`src/rtl/clock_time_ctrl_pkg.sv`:
```
// Shared types and constants for the HH:MM:SS clock: FSM states, SW mode
// encodings, BCD time record and the active-low seven-segment table.
package clock_time_ctrl_pkg;

  typedef enum logic [1:0] {
    ST_RUN   = 2'b00,
    ST_SET_H = 2'b01,
    ST_SET_M = 2'b10,
    ST_HOLD  = 2'b11
  } state_e;

  localparam logic [1:0] MODE_RUN   = 2'b00;
  localparam logic [1:0] MODE_SET_H = 2'b01;
  localparam logic [1:0] MODE_SET_M = 2'b10;
  localparam logic [1:0] MODE_HOLD  = 2'b11;

  localparam logic [6:0] SEG_BLANK = 7'h7F;
  localparam logic [6:0] SEG_ZERO  = 7'h40;

  // Segment codes {g,f,e,d,c,b,a}, entry 9 first so SEG_TABLE[d] is digit d.
  localparam logic [9:0][6:0] SEG_TABLE = {
    7'h10, 7'h00, 7'h78, 7'h02, 7'h12,
    7'h19, 7'h30, 7'h24, 7'h79, 7'h40
  };

  typedef struct packed {
    logic [3:0] hr_t;
    logic [3:0] hr_u;
    logic [3:0] mn_t;
    logic [3:0] mn_u;
    logic [3:0] sc_t;
    logic [3:0] sc_u;
  } bcd_time_t;

  function automatic logic [6:0] bcd_to_seg(input logic [3:0] bcd);
    logic [6:0] seg;
    if (bcd <= 4'd9) begin
      seg = SEG_TABLE[bcd];
    end else begin
      seg = SEG_BLANK;
    end
    return seg;
  endfunction

endpackage

```
`src/rtl/clock_time_ctrl_seg7_bcd_decoder.sv`:
```
// Combinational BCD digit to active-low seven-segment decoder; non-decimal
// codes produce a blank digit.
module seg7_bcd_decoder
  import clock_time_ctrl_pkg::*;
(
  input  logic [3:0] bcd_i,
  output logic [6:0] seg_o
);

  assign seg_o = bcd_to_seg(bcd_i);

endmodule

```
`src/rtl/clock_time_ctrl.sv`:
```
// 24-hour BCD clock with run / set-hour / set-minute / hold modes, a
// one-second prescaler and registered, blinking seven-segment outputs.
module clock_time_ctrl
  import clock_time_ctrl_pkg::*;
#(
  parameter int CLK_HZ      = 50000000,
  parameter int SYNC_STAGES = 2
) (
  input  logic       clk,
  input  logic       RST,
  input  logic [1:0] SW,
  input  logic       BTN_INC,
  output logic [6:0] SEG1,
  output logic [6:0] SEG2,
  output logic [6:0] SEG3,
  output logic [6:0] SEG4,
  output logic [6:0] SEG5,
  output logic [6:0] SEG6,
  output logic       SEC_TICK
);

  localparam int PW = $clog2(CLK_HZ);
  localparam logic [PW-1:0] PRESC_MAX  = PW'(CLK_HZ - 1);
  localparam logic [PW-1:0] PRESC_HALF = PW'(CLK_HZ / 2);

  logic [SYNC_STAGES-1:0][1:0] sw_sync_q;
  logic [SYNC_STAGES-1:0]      btn_sync_q;
  logic                        btn_prev_q;
  state_e                      state_q, state_d;
  logic [PW-1:0]               presc_q, presc_d;
  bcd_time_t                   time_q, time_d;
  logic                        sec_tick_q, sec_tick_d;
  logic [5:0][6:0]             seg_q, seg_d;

  logic [1:0] sw_s;
  logic       btn_s;
  logic       btn_edge_s;
  logic       tick_s;
  logic       state_chg_s;
  logic       blink_s;
  logic [5:0][6:0] dec_s;

  function automatic bcd_time_t inc_hour(input bcd_time_t t);
    bcd_time_t r;
    r = t;
    if (t.hr_t == 4'd2 && t.hr_u == 4'd3) begin
      r.hr_t = 4'd0;
      r.hr_u = 4'd0;
    end else if (t.hr_u == 4'd9) begin
      r.hr_u = 4'd0;
      r.hr_t = t.hr_t + 4'd1;
    end else begin
      r.hr_u = t.hr_u + 4'd1;
    end
    return r;
  endfunction

  function automatic bcd_time_t inc_min(input bcd_time_t t);
    bcd_time_t r;
    r = t;
    if (t.mn_u != 4'd9) begin
      r.mn_u = t.mn_u + 4'd1;
    end else if (t.mn_t != 4'd5) begin
      r.mn_u = 4'd0;
      r.mn_t = t.mn_t + 4'd1;
    end else begin
      r.mn_u = 4'd0;
      r.mn_t = 4'd0;
    end
    return r;
  endfunction

  function automatic bcd_time_t adv_sec(input bcd_time_t t);
    bcd_time_t r;
    r = t;
    if (t.sc_u != 4'd9) begin
      r.sc_u = t.sc_u + 4'd1;
    end else if (t.sc_t != 4'd5) begin
      r.sc_u = 4'd0;
      r.sc_t = t.sc_t + 4'd1;
    end else begin
      r.sc_u = 4'd0;
      r.sc_t = 4'd0;
      r = inc_min(r);
      if (t.mn_t == 4'd5 && t.mn_u == 4'd9) begin
        r = inc_hour(r);
      end else begin
        r = r;
      end
    end
    return r;
  endfunction

  // Input synchronizer chains for SW and BTN_INC.
  always_ff @(posedge clk or posedge RST) begin
    if (RST) begin
      sw_sync_q  <= '0;
      btn_sync_q <= '0;
    end else begin
      sw_sync_q[0]  <= SW;
      btn_sync_q[0] <= BTN_INC;
      for (int i = 1; i < SYNC_STAGES; i++) begin
        sw_sync_q[i]  <= sw_sync_q[i-1];
        btn_sync_q[i] <= btn_sync_q[i-1];
      end
    end
  end

  assign sw_s        = sw_sync_q[SYNC_STAGES-1];
  assign btn_s       = btn_sync_q[SYNC_STAGES-1];
  assign btn_edge_s  = btn_s & ~btn_prev_q;
  assign tick_s      = (presc_q == PRESC_MAX);
  assign state_chg_s = (state_d != state_q);
  assign blink_s     = (presc_q >= PRESC_HALF);

  // Mode FSM, prescaler and digit counters; a mode change wins over any tick or edge.
  always_comb begin
    state_d    = ST_RUN;
    presc_d    = presc_q;
    time_d     = time_q;
    sec_tick_d = 1'b0;

    case (sw_s)
      MODE_RUN:   state_d = ST_RUN;
      MODE_SET_H: state_d = ST_SET_H;
      MODE_SET_M: state_d = ST_SET_M;
      MODE_HOLD:  state_d = ST_HOLD;
      default:    state_d = ST_RUN;
    endcase

    if (state_q == ST_HOLD) begin
      presc_d = presc_q;
    end else if (tick_s) begin
      presc_d = '0;
    end else begin
      presc_d = presc_q + 1'b1;
    end

    if (state_chg_s) begin
      if (state_d == ST_SET_H || state_d == ST_SET_M) begin
        presc_d     = '0;
        time_d.sc_t = 4'd0;
        time_d.sc_u = 4'd0;
      end else begin
        time_d = time_q;
      end
    end else begin
      case (state_q)
        ST_RUN: begin
          if (tick_s) begin
            time_d     = adv_sec(time_q);
            sec_tick_d = 1'b1;
          end else begin
            time_d = time_q;
          end
        end
        ST_SET_H: begin
          if (btn_edge_s) begin
            time_d = inc_hour(time_q);
          end else begin
            time_d = time_q;
          end
        end
        ST_SET_M: begin
          if (btn_edge_s) begin
            time_d = inc_min(time_q);
          end else begin
            time_d = time_q;
          end
        end
        ST_HOLD: time_d = time_q;
        default: time_d = time_q;
      endcase
    end
  end

  // Control and time state registers.
  always_ff @(posedge clk or posedge RST) begin
    if (RST) begin
      state_q    <= ST_RUN;
      presc_q    <= '0;
      time_q     <= '0;
      btn_prev_q <= 1'b0;
      sec_tick_q <= 1'b0;
    end else begin
      state_q    <= state_d;
      presc_q    <= presc_d;
      time_q     <= time_d;
      btn_prev_q <= btn_s;
      sec_tick_q <= sec_tick_d;
    end
  end

  seg7_bcd_decoder u_dec_hr_t (.bcd_i(time_q.hr_t), .seg_o(dec_s[5]));
  seg7_bcd_decoder u_dec_hr_u (.bcd_i(time_q.hr_u), .seg_o(dec_s[4]));
  seg7_bcd_decoder u_dec_mn_t (.bcd_i(time_q.mn_t), .seg_o(dec_s[3]));
  seg7_bcd_decoder u_dec_mn_u (.bcd_i(time_q.mn_u), .seg_o(dec_s[2]));
  seg7_bcd_decoder u_dec_sc_t (.bcd_i(time_q.sc_t), .seg_o(dec_s[1]));
  seg7_bcd_decoder u_dec_sc_u (.bcd_i(time_q.sc_u), .seg_o(dec_s[0]));

  // Blank the digits being edited during the second half of each second.
  always_comb begin
    seg_d = dec_s;
    if (state_q == ST_SET_H && blink_s) begin
      seg_d[5] = SEG_BLANK;
      seg_d[4] = SEG_BLANK;
    end else if (state_q == ST_SET_M && blink_s) begin
      seg_d[3] = SEG_BLANK;
      seg_d[2] = SEG_BLANK;
    end else begin
      seg_d = dec_s;
    end
  end

  // Registered segment drivers.
  always_ff @(posedge clk or posedge RST) begin
    if (RST) begin
      seg_q <= {6{SEG_ZERO}};
    end else begin
      seg_q <= seg_d;
    end
  end

  assign SEG1     = seg_q[0];
  assign SEG2     = seg_q[1];
  assign SEG3     = seg_q[2];
  assign SEG4     = seg_q[3];
  assign SEG5     = seg_q[4];
  assign SEG6     = seg_q[5];
  assign SEC_TICK = sec_tick_q;

endmodule

```
`config.mk`:
```
export PLATFORM = sky130hd
export DESIGN_NAME = clock_time_ctrl
export DESIGN_NICKNAME = d
export VERILOG_FILES = /design/src/rtl/clock_time_ctrl_pkg.sv /design/src/rtl/clock_time_ctrl_seg7_bcd_decoder.sv /design/src/rtl/clock_time_ctrl.sv
export SDC_FILE = /design/constraint.sdc
export NUM_CORES = 1
export LEC_CHECK = 0
export CAP_MARGIN = 0
export CELL_PAD_IN_SITES_DETAIL_PLACEMENT = 0
export CELL_PAD_IN_SITES_GLOBAL_PLACEMENT = 1
export CORE_MARGIN = 4
export CORE_UTILIZATION = 45
export DETAILED_ROUTE_END_ITERATION = 16
export PLACE_DENSITY_LB_ADDON = 0.3
export SYNTH_ARGS = -nofsm -noshare
export SYNTH_HDL_FRONTEND = slang
export SYNTH_SLANG_ARGS = --single-unit
```
`constraint.sdc`:
```
create_clock -name clk -period 6 [get_ports clk]
set_input_delay 1.5 -clock clk [delete_from_list [all_inputs] [get_ports clk]]
set_output_delay 1.5 -clock clk [all_outputs]
set_load 0.05 [all_outputs]
```
* Word level (Yosys, flattened, before mapping)
Memory sizes are Yosys's and may differ from the RTL's.
Index checks and enable logic that the tools add are counted.
** Cells by class
- Add/subtract/negate cells :: 7
- Magnitude comparators :: 13
- Equal/unequal tests :: 31
- Bitwise operators :: 6
- Muxes and demuxes :: 40
- Reduce and logical (&&, ||, !) cells :: 11
** Operator list (count)
- $mux W26 :: 4
- $mux W7 :: 12
- $mux W24 :: 3
- $pmux W24 S3 :: 1
- $mux W8 :: 5
- $mux W16 :: 2
- $lt A4 B5 Y1 const B :: 6
- $mux W14 :: 2
- $mux W28 :: 1
- $add A26 B1 Y26 const B :: 1
- $eq A26 B26 Y1 const B :: 1
- $ge A26 B25 Y1 const B :: 1
- $add A4 B1 Y4 const B :: 6
- $le A4 B4 Y1 const B :: 6
- $mux W20 :: 1
- $mux W4 :: 5
- $ne A2 B2 Y1 const B :: 9
- $eq A2 B2 Y1 const B :: 5
- $eq A4 B2 Y1 const B :: 2
- $eq A4 B4 Y1 const B :: 2
- $ne A4 B3 Y1 const B :: 2
- $ne A4 B4 Y1 const B :: 2
- $pmux W2 S4 :: 1
- $reduce_and A8 Y1 :: 1
- other kinds (14) :: 27
** Storage, ports and cells
- Bits in read-only memories :: 672
- Memories kept :: 6
- Register bits after elaboration :: 102
** Memories
- (name not given) :: words 16, bits a word 7, read ports 1, clocked after memory_dff 0, write ports 0, line clock_time_ctrl_pkg.sv:38 : seg = SEG_TABLE[bcd];
- (name not given) :: words 16, bits a word 7, read ports 1, clocked after memory_dff 0, write ports 0, line clock_time_ctrl_pkg.sv:38
- (name not given) :: words 16, bits a word 7, read ports 1, clocked after memory_dff 0, write ports 0, line clock_time_ctrl_pkg.sv:38
- (name not given) :: words 16, bits a word 7, read ports 1, clocked after memory_dff 0, write ports 0, line clock_time_ctrl_pkg.sv:38
- (name not given) :: words 16, bits a word 7, read ports 1, clocked after memory_dff 0, write ports 0, line clock_time_ctrl_pkg.sv:38
- (name not given) :: words 16, bits a word 7, read ports 1, clocked after memory_dff 0, write ports 0, line clock_time_ctrl_pkg.sv:38

* Depth between registers and ports, before layout
Gate-level depths: netlist of run 1.
- Depth after elaboration :: 9
- Depth in mapped cells :: 9
- Mapped depth without buffers :: 8

* Modules after synthesis
Synthesis of run 1 repeated with hierarchy kept, for this count alone.
** Second synthesis, totals
- Cell total of the unflattened synthesis :: 601
- Area total of the unflattened synthesis :: 5861.9 µm²
** By module, submodules not included
- clock_time_ctrl :: area an instance 4623.2 µm², cells an instance 421, sequential area each 2560.0 µm², times used 1
- seg7_bcd_decoder :: area an instance 206.4 µm², cells an instance 30, sequential area each 0.0 µm², times used 6

* Least setup slack after synthesis of run 1
No wires, ideal clock.
- Path kind :: flip-flop to flip-flop
- From :: reg state_q[0]
- To :: reg time_q[10] (netlist bit)
- Cell stages (with the launch flop) :: 9
- Buffers on the path :: 1
- Required time :: 5.864 ns
- Library setup time :: 0.136 ns
- Setup slack :: 3.626 ns
- Data arrival time :: 2.238 ns
- Cell sequence :: dfrtp_1 ha_1 nor2b_1 nor3b_1 a31o_4 nand3_1 buf_2 o21ai_0 o41ai_1
** Between the ends
- Longest elaborated chain between the ends :: 3
** Ends and longest elaborated chain
- start, declared :: line clock_time_ctrl.sv:29 : state_e state_q, state_d;
- start signal, assigned :: line clock_time_ctrl.sv:186 : state_q <= state_d;
- $eq A2 B2 Y1 (tied with other cells) :: line clock_time_ctrl.sv:148 : case (state_q)
- $ne A2 B2 Y1 (no line) / $not A1 Y1 (equally long branches)
- $reduce_and A7 Y1 (no line)
- end signal, assigned :: line clock_time_ctrl.sv:188 : time_q <= time_d;
- end, declared :: line clock_time_ctrl.sv:31 : bcd_time_t time_q, time_d;
Parallel ways exist; a longest one is shown, timed or not.
A chain may end at the register's enable or synchronous reset.

* Worst setup path in the final report of run 1
- From :: reg seg_q, in the netlist SEG5[6]
- To :: out SEG5[6]
** RTL lines
- start, declared :: line clock_time_ctrl.sv:33 : logic [5:0][6:0] seg_q, seg_d;
- start signal, assigned :: line clock_time_ctrl.sv:218 : seg_q <= {6{SEG_ZERO}};
- start signal, assigned :: line clock_time_ctrl.sv:220 : seg_q <= seg_d;
- end, declared :: line clock_time_ctrl.sv:17 : output logic [6:0] SEG5,
No word-level cell between the ends.

==> results of run 1 <==
==> logic make-up after synthesis <==
family | Yosys count | synth area share, %
muxes | 3 | 0.558
and+or+nand+nor | 209 | 19.5
DFF | 102 | 47.6
adders and majority gates | 40 | 9.30
xor gates and xnor gates | 25 | 4.07
AOI/OAI and AO/OA | 134 | 15.2
buffers and inverters | 54 | 3.81
==> area by class of cell <==
| class | instances | area, um^2 | share of cell area, % |
|---|---|---|---|
| Clock inverter | 4 | 95.1 | 1.51 |
| Multi-Input combinational cell | 411 | 2620 | 41.5 |
| Sequential cell | 102 | 2560 | 40.6 |
| Clock buffer | 11 | 243 | 3.85 |
| Tap cell | 143 | 179 | 2.84 |
| Timing Repair Buffer | 48 | 478 | 7.59 |
| Inverter | 34 | 130 | 2.07 |
==> sequential cells by signal (all words and copies together), names as in the netlist <==
register,count
btn_prev_q,1
SEG4,7
state_q,2
presc_q,26
SEG6,7
SEG5,7
btn_sync_q,2
time_q,24
SEG2,7
sw_sync_q,2
sw_s,2
SEG1,7
SEC_TICK,1
SEG3,7
==> layer usage <==
| metal | vias up | part of all wire (%) |
|---|---|---|
| li1 | 2027 | - |
| met1 | 1913 | 47 |
| met2 | 66 | 48 |
| met3 | 8 | 4.0 |
| met4 | 0 | 0.91 |
| met5 | - | 0 |
==> worst max path at each step <==
| stage | slack, ns | endpoint | depth (start not counted) |
|---|---|---|---|
| 3_3_place_gp | 2.92 | SEG5[1] | 3 |
| 3_5_place_dp | 2.86 | SEG5[5] | 3 |
| 6_report | 2.84 | SEG5[6] | 1 |
| 2_1_floorplan | 1.83 | SEC_TICK | 1 |
| 4_1_cts | 2.82 | SEG5[6] | 1 |
| 5_1_grt | 2.68 | time_q[10] | 6 |
==> power breakdown <==
part	switching (W)	internal [W]
Sequential	0.0000671	0.000775
Combinational	0.000402	0.000210
Clock	0.000239	0.000416
==> per-stage QoR <==
stage | setup slack (ns) | total power, W | hold WS [ns] | util (%) | std cells
finish | 2.84 | 0.00211 | 0.352 | 54.5 | 753
detailed placement | 2.86 | 0.00147 | 0.335 | 51.6 | 738
global route | 2.68 | 0.00222 | 0.356 | 54.5 | 753
floorplan | 1.83 | 0.00129 | 0.331 | - | 567
CTS | 2.82 | 0.00213 | 0.351 | 54.5 | 753
global placement | 2.92 | 0.00145 | 0.332 | 51.6 | 738
==> cells in the final DEF, fill, tap and decap left out, types with 3 or more instances in the layout <==
master,count
nand4_1,8
nor3_1,4
clkdlybuf4s50_1,47
or2_2,4
a22oi_1,3
nor4_1,5
xnor2_1,8
dfrtp_1,96
o21bai_1,4
o31ai_1,7
a211oi_1,3
and3b_1,3
o211ai_1,5
a21oi_1,34
bufinv_16,3
nor2b_1,7
and3_1,5
ha_1,40
inv_1,33
xor2_1,17
dfstp_2,6
clkbuf_16,9
o21ai_1,3
nand2b_1,14
nand3_1,21
nand2_1,51
and2_1,3
mux2i_1,3
nor2_1,65
o41ai_1,3
nand3b_1,4
o21ai_0,52
nor3b_1,3
==> impl_metrics.env, run 1 <==
export IMPL_outcome="complete, no violations"
export IMPL_tritoncts="done"
export IMPL_grt_max_degree=62
export IMPL_cts_max_path_buffers=2
export IMPL_grtUsageTotal_pct=15.3
export IMPL_min_delay_start="sw_sync_q[0]"
export IMPL_cp_required_ns=4.50
export IMPL_drive_gt1_share_pct=5.74
export IMPL_hpwl_um=7480
export IMPL_drt_wirelength_per_cell_um=13.9
export IMPL_drt_pass1_iter_count=4
export IMPL_hold_depth=0
export IMPL_tightest_slew_ns=1.11
export IMPL_fp_dieArea_um2=13800
export IMPL_cts_sinks=102
export IMPL_reg2reg_to="time_q[11]"
export IMPL_drv_cap=0
export IMPL_pwr_density_cell_nw_per_um2=335
export IMPL_ant_nets=0
export IMPL_synth_distinct_cells=57
export IMPL_post_cts_buffers=0
export IMPL_ios=48
export IMPL_grtUsageMet2_pct=25.4
export IMPL_area_growth_pct=17.1
export IMPL_ys_seq_area_share_pct=47.6
export IMPL_yosysMostFrequentCell="dfrtp_1"
export IMPL_critPathKind="register to primary output"
export IMPL_first_iter_violations=166
export IMPL_die_x_um=117
export IMPL_grt_overflow=0
export IMPL_synthArstFlopShare_pct=100
export IMPL_synth_top_flop_cell="dfrtp_1"
export IMPL_routed_wl_um=10500
export IMPL_slew_headroom_pct=25.0
export IMPL_hp_class="register to register"
export IMPL_netlist_top_cells_count="dfrtp_1 (96), nor2_1 (65), o21ai_0 (52)"
export IMPL_vias_per_cell=5.33
export IMPL_critPathArrivalTime_ns=1.66
export IMPL_grt_pass1_wl_um=17900
export IMPL_port_buffers=47
export IMPL_die_h_um=117
export IMPL_period_minus_slack_ns=3.16
export IMPL_fin_area_um2=6300
export IMPL_fmax_mhz=317
export IMPL_hold_buffers=0
export IMPL_numCtsBuffers=9
export IMPL_crit_family="buffers and inverters"
export IMPL_vias=4014
export IMPL_crit_chain="clkdlybuf4s50_1"
export IMPL_drc=0
export IMPL_synthesis_nets=612
export IMPL_vdd_drop_max_v=0.000230
export IMPL_synth_top_cell_area_share_pct=44.7
export IMPL_num_rows=39
export IMPL_synth_edf_count=0
export IMPL_grt_pass1_vias=3941
export IMPL_placed_cell_area_um2=5960
export IMPL_core_um2=11600
export IMPL_drv_slew=0
export IMPL_final_setup_viol_count=0
export IMPL_cp_startpoint="SEG5[6]"
export IMPL_cts_resized=0
export IMPL_root_buffer="clkbuf_16"
export IMPL_h_tree_depth=3
export IMPL_worstPathMaxFanout=1
export IMPL_grt_antenna_before_repair=0
export IMPL_rr_startpoint="state_q[1]"
export IMPL_reg2reg_depth=6
export IMPL_top_usage_layer="met2"
export IMPL_crit_buf_inv=1
export IMPL_globalRouteMet1Util_pct=19.8
export IMPL_worstSkewPairLatency_ns=0.34
export IMPL_yosys_area_top_type="dfrtp_1"
export IMPL_start_util_pct=46.5
export IMPL_clk_pin_slew_worst_paths_ns=0.06
export IMPL_critPathSlowestCell="clkdlybuf4s50_1"
export IMPL_rrSetupSlack_ns=2.97
export IMPL_leakage_nw=2.78
export IMPL_fin_nets=651
export IMPL_ys_top_cells_by_area="dfrtp_1 (45%), ha_1 (9.3%), o21ai_0 (4.8%), nor2_1 (4.5%), nand2_1 (3.6%)"
export IMPL_yosysWarnings=0
export IMPL_met3_usage_pct=2.79
export IMPL_diodes=0
export IMPL_avgSynthCellArea_um2=9.49
export IMPL_fill_cells=1015
export IMPL_rsz0062_at_grt="false"
export IMPL_netlist_area_um2=5380
export IMPL_critPathMaxStageDelay_ns=0.80
export IMPL_ys_ff_latch=102
export IMPL_fin_crit_sh_pct=52.6
export IMPL_skew_ns=0.00940
export IMPL_hold_viol=0
export IMPL_routabilityCongestion=0.818
export IMPL_fin_tns_setup_ns=0
export IMPL_startpoint_type="register"
export IMPL_cp_end_kind="primary output"
export IMPL_worstHoldEndpoint="sw_s[0]"
export IMPL_synth_cells=567
Note: power is estimated with default switching activity, not from simulation.
==> run 2: changes to the inputs <==
Settings changed: CORE_UTILIZATION 45 to 41.
Clock period 6 ns to 2.6 ns, I/O delays scaled along.
==> run 2 against run 1 <==
  * Worst hold slack got worse by 0.0020 ns
  * Utilization shrank 4.2 points
  * Non-clock buffer count increased by 11
  * Die area up 9.1%
  * First-iteration DRC count is 87% higher
  * Clock power grew 110%
  * Worst setup slack lost 2.6 ns
  * Largest cell class unchanged
==> impl_metrics.env, run 2 (synthesized netlist as in run 1, its figures left out) <==
export IMPL_worstSkewPairLatency_ns=0.35
export IMPL_root_buffer="clkbuf_16"
export IMPL_port_buffers=47
export IMPL_core_um2=12700
export IMPL_cp_startpoint="time_q[5]"
export IMPL_placed_cell_area_um2=6090
export IMPL_mostFrequentLayoutCells="dfrtp_1 (96), nor2_1 (65), o21ai_0 (52)"
export IMPL_drv_cap=0
export IMPL_drt_wirelength_per_cell_um=13.4
export IMPL_diodes=0
export IMPL_pwr_density_cell_nw_per_um2=739
export IMPL_fp_dieArea_um2=15000
export IMPL_clk_pin_slew_worst_paths_ns=0.07
export IMPL_num_rows=41
export IMPL_seqPwrFrac_pct=40.6
export IMPL_first_iter_violations=311
export IMPL_startpoint_type="register"
export IMPL_final_common_cell="dfrtp_1"
export IMPL_area_growth_pct=18.9
export IMPL_cts_sinks=102
export IMPL_routabilityCongestion=0.814
export IMPL_drive_gt1_share_pct=7.23
export IMPL_vdd_drop_max_v=0.000485
export IMPL_critPathArrivalTime_ns=2.67
export IMPL_critPathMaxStageDelay_ns=0.45
export IMPL_rr_startpoint="time_q[5]"
export IMPL_grt_pass1_vias=3851
export IMPL_numCtsBuffers=9
export IMPL_ios=48
export IMPL_p_int_w=0.00310
export IMPL_drv_slew=0
export IMPL_h_tree_depth=3
export IMPL_fin_area_um2=6400
export IMPL_fin_tns_setup_ns=0
export IMPL_grt_max_degree=103
export IMPL_p_switching_w=0.00163
export IMPL_post_cts_buffers=0
export IMPL_skew_ns=0.00967
export IMPL_regMostFlops="presc_q"
export IMPL_critPathKind="register to register"
export IMPL_grt_antenna_before_repair=0
export IMPL_cp_end_kind="register"
export IMPL_die_x_um=123
export IMPL_slew_headroom_pct=63.5
export IMPL_hold_viol=0
export IMPL_tritoncts="done"
export IMPL_cts_max_path_buffers=2
export IMPL_start_util_pct=42.3
export IMPL_hpwl_um=7520
export IMPL_cp_required_ns=2.87
export IMPL_outcome="complete, no violations"
export IMPL_grtUsageTotal_pct=15.0
export IMPL_largest_reg_flops=26
export IMPL_vias=4069
export IMPL_drt_pass1_iter_count=5
export IMPL_tightest_slew_ns=0.548
export IMPL_clkPwrFrac_pct=28.8
export IMPL_grt_overflow=0
export IMPL_min_delay_start="sw_sync_q[1]"
export IMPL_leakage_nw=2.82
export IMPL_vias_per_cell=5.12
export IMPL_crit_chain="inv_1 -> ha_1 -> and3b_1 -> nand2_1 -> a211oi_1 -> nand3_2 -> or4_4 -> o21ai_1"
export IMPL_rsz0062_at_grt="false"
export IMPL_swShare_pct=34.6
export IMPL_period_minus_slack_ns=2.40
export IMPL_worstPathMaxFanout=6
export IMPL_hp_class="register to register"
export IMPL_fin_crit_sh_pct=92.3
export IMPL_critPathSlowestCell="or4_4"
export IMPL_largest_registers="presc_q x26, time_q x24"
export IMPL_ant_nets=0
export IMPL_die_h_um=123
export IMPL_fmax_mhz=417
export IMPL_grt_pass1_wl_um=18100
export IMPL_routed_wl_um=10700
export IMPL_p_comb_share_pct=30.5
export IMPL_drc=0
export IMPL_hold_buffers=0
export IMPL_cts_resized=0
export IMPL_fin_nets=662
export IMPL_final_setup_viol_count=0
## run 2: cell types whose count changed in the layout (fill, tap and decap cells not counted), sizes merged
cell | previous run | this run
inv | 34 | 33
clkinv | 1 | 0
clkbuf | 11 | 15
bufinv | 3 | 1
clkinvlp | 0 | 1
buf | 1 | 12
## run 2: critical path: cells and delay by family (launching register included)
kind                     cells  cell delay, ns
flip-flops                   1            0.43
AO/OA/AOI/OAI                2            0.54
buffers and inverters        1            0.12
adder cells (fa/ha/maj)      1            0.27
AND/OR/NAND/NOR              4            0.98
## run 2: path summary, 6_finish.rpt
path | end | slack, ns | cells after the start
setup / recovery | time_q[22] | 0.20 | 8
hold / removal | sw_s[1] | 0.35 | 0
setup reg to reg | time_q[22] | 0.20 | 8
hold reg to reg | sw_s[1] | 0.35 | 0
max in group asynchronous | SEC_TICK | 1.37 | 3
min in group asynchronous | SEG3[4] | 0.80 | 3
## run 2: power by group through the flow
stage | Sequential [W] | Combinational, W | Clock, W
after floorplan | 0.00236 | 0.000612 | 0
after global placement | 0.00194 | 0.00144 | 0
after detailed placement | 0.00195 | 0.00146 | 0
after CTS | 0.00192 | 0.00146 | 0.00141
after global routing | 0.00195 | 0.00160 | 0.00146
final | 0.00192 | 0.00144 | 0.00136
## run 2: cell type report
type / instances / area [um^2]
inverter: 34 / 131
tap: 172 / 215
timing repair buffer: 59 / 573
fill: 1254 / 6320
clock buffer: 15 / 268
multi-input combinational: 411 / 2620
sequential: 102 / 2560
clock inverter: 1 / 30.0
## run 2: routing by layer
metal	up-vias	wire length, um	global-route usage (%)
li1	2046	-	-
met1	1955	5110	19.9
met2	57	5000	24.1
met3	11	393	3.04
met4	0	179	5.88
met5	-	0	0
## run 2: metrics by stage
step / power [W] / setup slack, ns / hold slack [ns] / cells / util [%]
detailed placement: 0.00341 / 0.169 / 0.339 / 778 / 47.9
floorplan: 0.00297 / 0.226 / 0.331 / 567 / -
CTS: 0.00479 / 0.166 / 0.355 / 794 / 50.2
finish: 0.00473 / 0.200 / 0.350 / 794 / 50.3
global placement: 0.00338 / 0.270 / 0.334 / 778 / 47.9
global route: 0.00500 / 0.0178 / 0.355 / 794 / 50.3
==> run 3: changes to the inputs <==
Settings changed: CELL_PAD_IN_SITES_DETAIL_PLACEMENT 0 to default, CELL_PAD_IN_SITES_GLOBAL_PLACEMENT 1 to default, CORE_UTILIZATION 41 to 45.
==> run 3 against run 2 <==
  * Worst setup slack improved by 0.027 ns
  * Sequential power about the same
  * First-iteration DRC count decreased by 1.6%
  * Clock power increased by 12%
  * Combinational power about the same
  * Maximum frequency increased by 1.1%
  * Register-to-register slack improved by 0.03 ns
  * Utilization increased by 4.9 points
  * Die area decreased by 8.3%
  * Via count increased by 0.54%
  * Global-route usage increased by 0.80 points
  * Final area decreased by 0.23%
==> impl_metrics.env, run 3 (synthesized netlist as in run 1, its figures left out) <==
export IMPL_hpwl_um=7210
export IMPL_grt_pass1_vias=3953
export IMPL_rrSetupSlack_ns=0.23
export IMPL_reg2reg_depth=8
export IMPL_num_rows=39
export IMPL_ios=48
export IMPL_drv_slew=0
export IMPL_ant_nets=0
export IMPL_hp_class="register to register"
export IMPL_pwr_density_cell_nw_per_um2=765
export IMPL_final_common_cell="dfrtp_1"
export IMPL_drc=0
export IMPL_hold_buffers=0
export IMPL_setup_slack_ns=0.227
export IMPL_mostFrequentLayoutCells="dfrtp_1 (96), nor2_1 (65), o21ai_0 (52)"
export IMPL_drt_pass1_iter_count=4
export IMPL_core_um2=11600
export IMPL_cp_required_ns=2.88
export IMPL_fin_crit_sh_pct=91.3
export IMPL_place_inst=747
export IMPL_largest_reg_flops=26
export IMPL_post_cts_buffers=0
export IMPL_crit_family="simple AND/OR/NAND/NOR gates"
export IMPL_start_util_pct=46.5
export IMPL_rsz0062_at_grt="false"
export IMPL_slew_headroom_pct=62.9
export IMPL_first_iter_violations=306
export IMPL_cts_sinks=102
export IMPL_drive_gt1_share_pct=7.10
export IMPL_root_buffer="clkbuf_16"
export IMPL_drt_wirelength_per_cell_um=13.6
export IMPL_vias=4091
export IMPL_startpoint_type="register"
export IMPL_h_tree_depth=3
export IMPL_worstSkewPairLatency_ns=0.35
export IMPL_final_setup_viol_count=0
export IMPL_drv_cap=0
export IMPL_fp_dieArea_um2=13800
export IMPL_leakage_nw=2.82
export IMPL_critPathSlowestCell="or4_4"
export IMPL_fmax_mhz=421
export IMPL_skew_ns=0.00717
export IMPL_critPathArrivalTime_ns=2.65
export IMPL_die_h_um=117
export IMPL_clk_pin_slew_worst_paths_ns=0.07
export IMPL_tightest_slew_ns=0.557
export IMPL_critPathKind="register to register"
export IMPL_reg2reg_to="time_q[22]"
export IMPL_diodes=0
export IMPL_port_buffers=47
export IMPL_numCtsBuffers=9
export IMPL_fin_tns_setup_ns=0
export IMPL_regArea_um2=2560
export IMPL_vias_per_cell=5.36
export IMPL_regMostFlops="presc_q"
export IMPL_area_growth_pct=18.6
export IMPL_vdd_drop_max_v=0.000569
export IMPL_cts_max_path_buffers=2
export IMPL_crit_cells=8
export IMPL_grt_antenna_before_repair=0
export IMPL_fill_cells=996
export IMPL_grt_max_degree=103
export IMPL_preCtsSetupSlack_ns=0.224
export IMPL_crit_buf_inv=1
export IMPL_critPathMaxStageDelay_ns=0.45
export IMPL_die_x_um=117
export IMPL_grt_overflow=0
export IMPL_fin_nets=660
export IMPL_finalPower_w=0.00489
export IMPL_grt_pass1_wl_um=18400
export IMPL_post_layout_nonfiller_instances=763
export IMPL_crit_end="time_q[22]"
export IMPL_largest_registers="presc_q x26, time_q x24"
export IMPL_hold_viol=0
export IMPL_tritoncts="done"
export IMPL_cp_startpoint="time_q[1]"
export IMPL_rr_startpoint="time_q[1]"
export IMPL_routabilityCongestion=0.798
export IMPL_routed_wl_um=10400
export IMPL_grtUsageTotal_pct=15.8
export IMPL_worstPathMaxFanout=6
export IMPL_outcome="complete, no violations"
export IMPL_crit_chain="inv_1 -> ha_1 -> and3b_1 -> nand2_1 -> a211oi_1 -> nand3_2 -> or4_4 -> o21ai_1"
export IMPL_multi_input_area_um2=2620
export IMPL_period_minus_slack_ns=2.37
export IMPL_cts_resized=0
export IMPL_cp_end_kind="register"
==> run 3: cell types whose count changed in the layout (fill, tap and decap cells not counted), moves of 2 or more <==
cell and change:
bufinv_16 +2, clkbuf_8 -2, buf_4 -2, clkbuf_1 -2
==> run 3: final cells by class <==
type	count	area share, %
Timing Repair Buffer	57	8.74
Tap cell	143	2.80
Sequential cell	102	40.1
Clock inverter	5	1.67
Inverter	34	2.06
Multi-Input combinational cell	411	41.0
Clock buffer	11	3.65
==> run 3: metal layers <==
metal / part of all wire, % / wire, um / GRT usage, % / up-vias
met4: 1.9 / 192 / 6.45 / 0
met5: 0 / 0 / 0 / -
met1: 46 / 4760 / 20.9 / 1954
met2: 48 / 4990 / 25.1 / 76
li1: - / - / - / 2048
met3: 4.0 / 415 / 3.61 / 13
==> run 3: where the power goes <==
part,total (W),internal [W],switching (W)
clock,0.00153,0.000945,0.000582
sequential,0.00192,0.00179,0.000134
combinational,0.00144,0.000503,0.000934
total,0.00489,0.00324,0.00165
==> run 3: how the worst min path moves through the flow <==
stage,start,end,cells after the start
after CTS,btn_sync_q[0],btn_sync_q[1],0
after detailed placement,sw_sync_q[1],sw_s[1],0
after global placement,sw_sync_q[1],sw_s[1],0
after global routing,btn_sync_q[0],btn_sync_q[1],0
final,btn_sync_q[0],btn_sync_q[1],0
after floorplan,btn_sync_q[0],btn_sync_q[1],0
==> run 3: stage by stage <==
step | util [%] | area [um^2] | hold slack, ns
2_1_floorplan | - | 5380 | 0.331
3_3_place_gp | 52.3 | 6040 | 0.335
3_5_place_dp | 52.3 | 6040 | 0.336
4_1_cts | 55.2 | 6380 | 0.347
5_1_grt | 55.2 | 6380 | 0.365
6_report | 55.2 | 6380 | 0.343
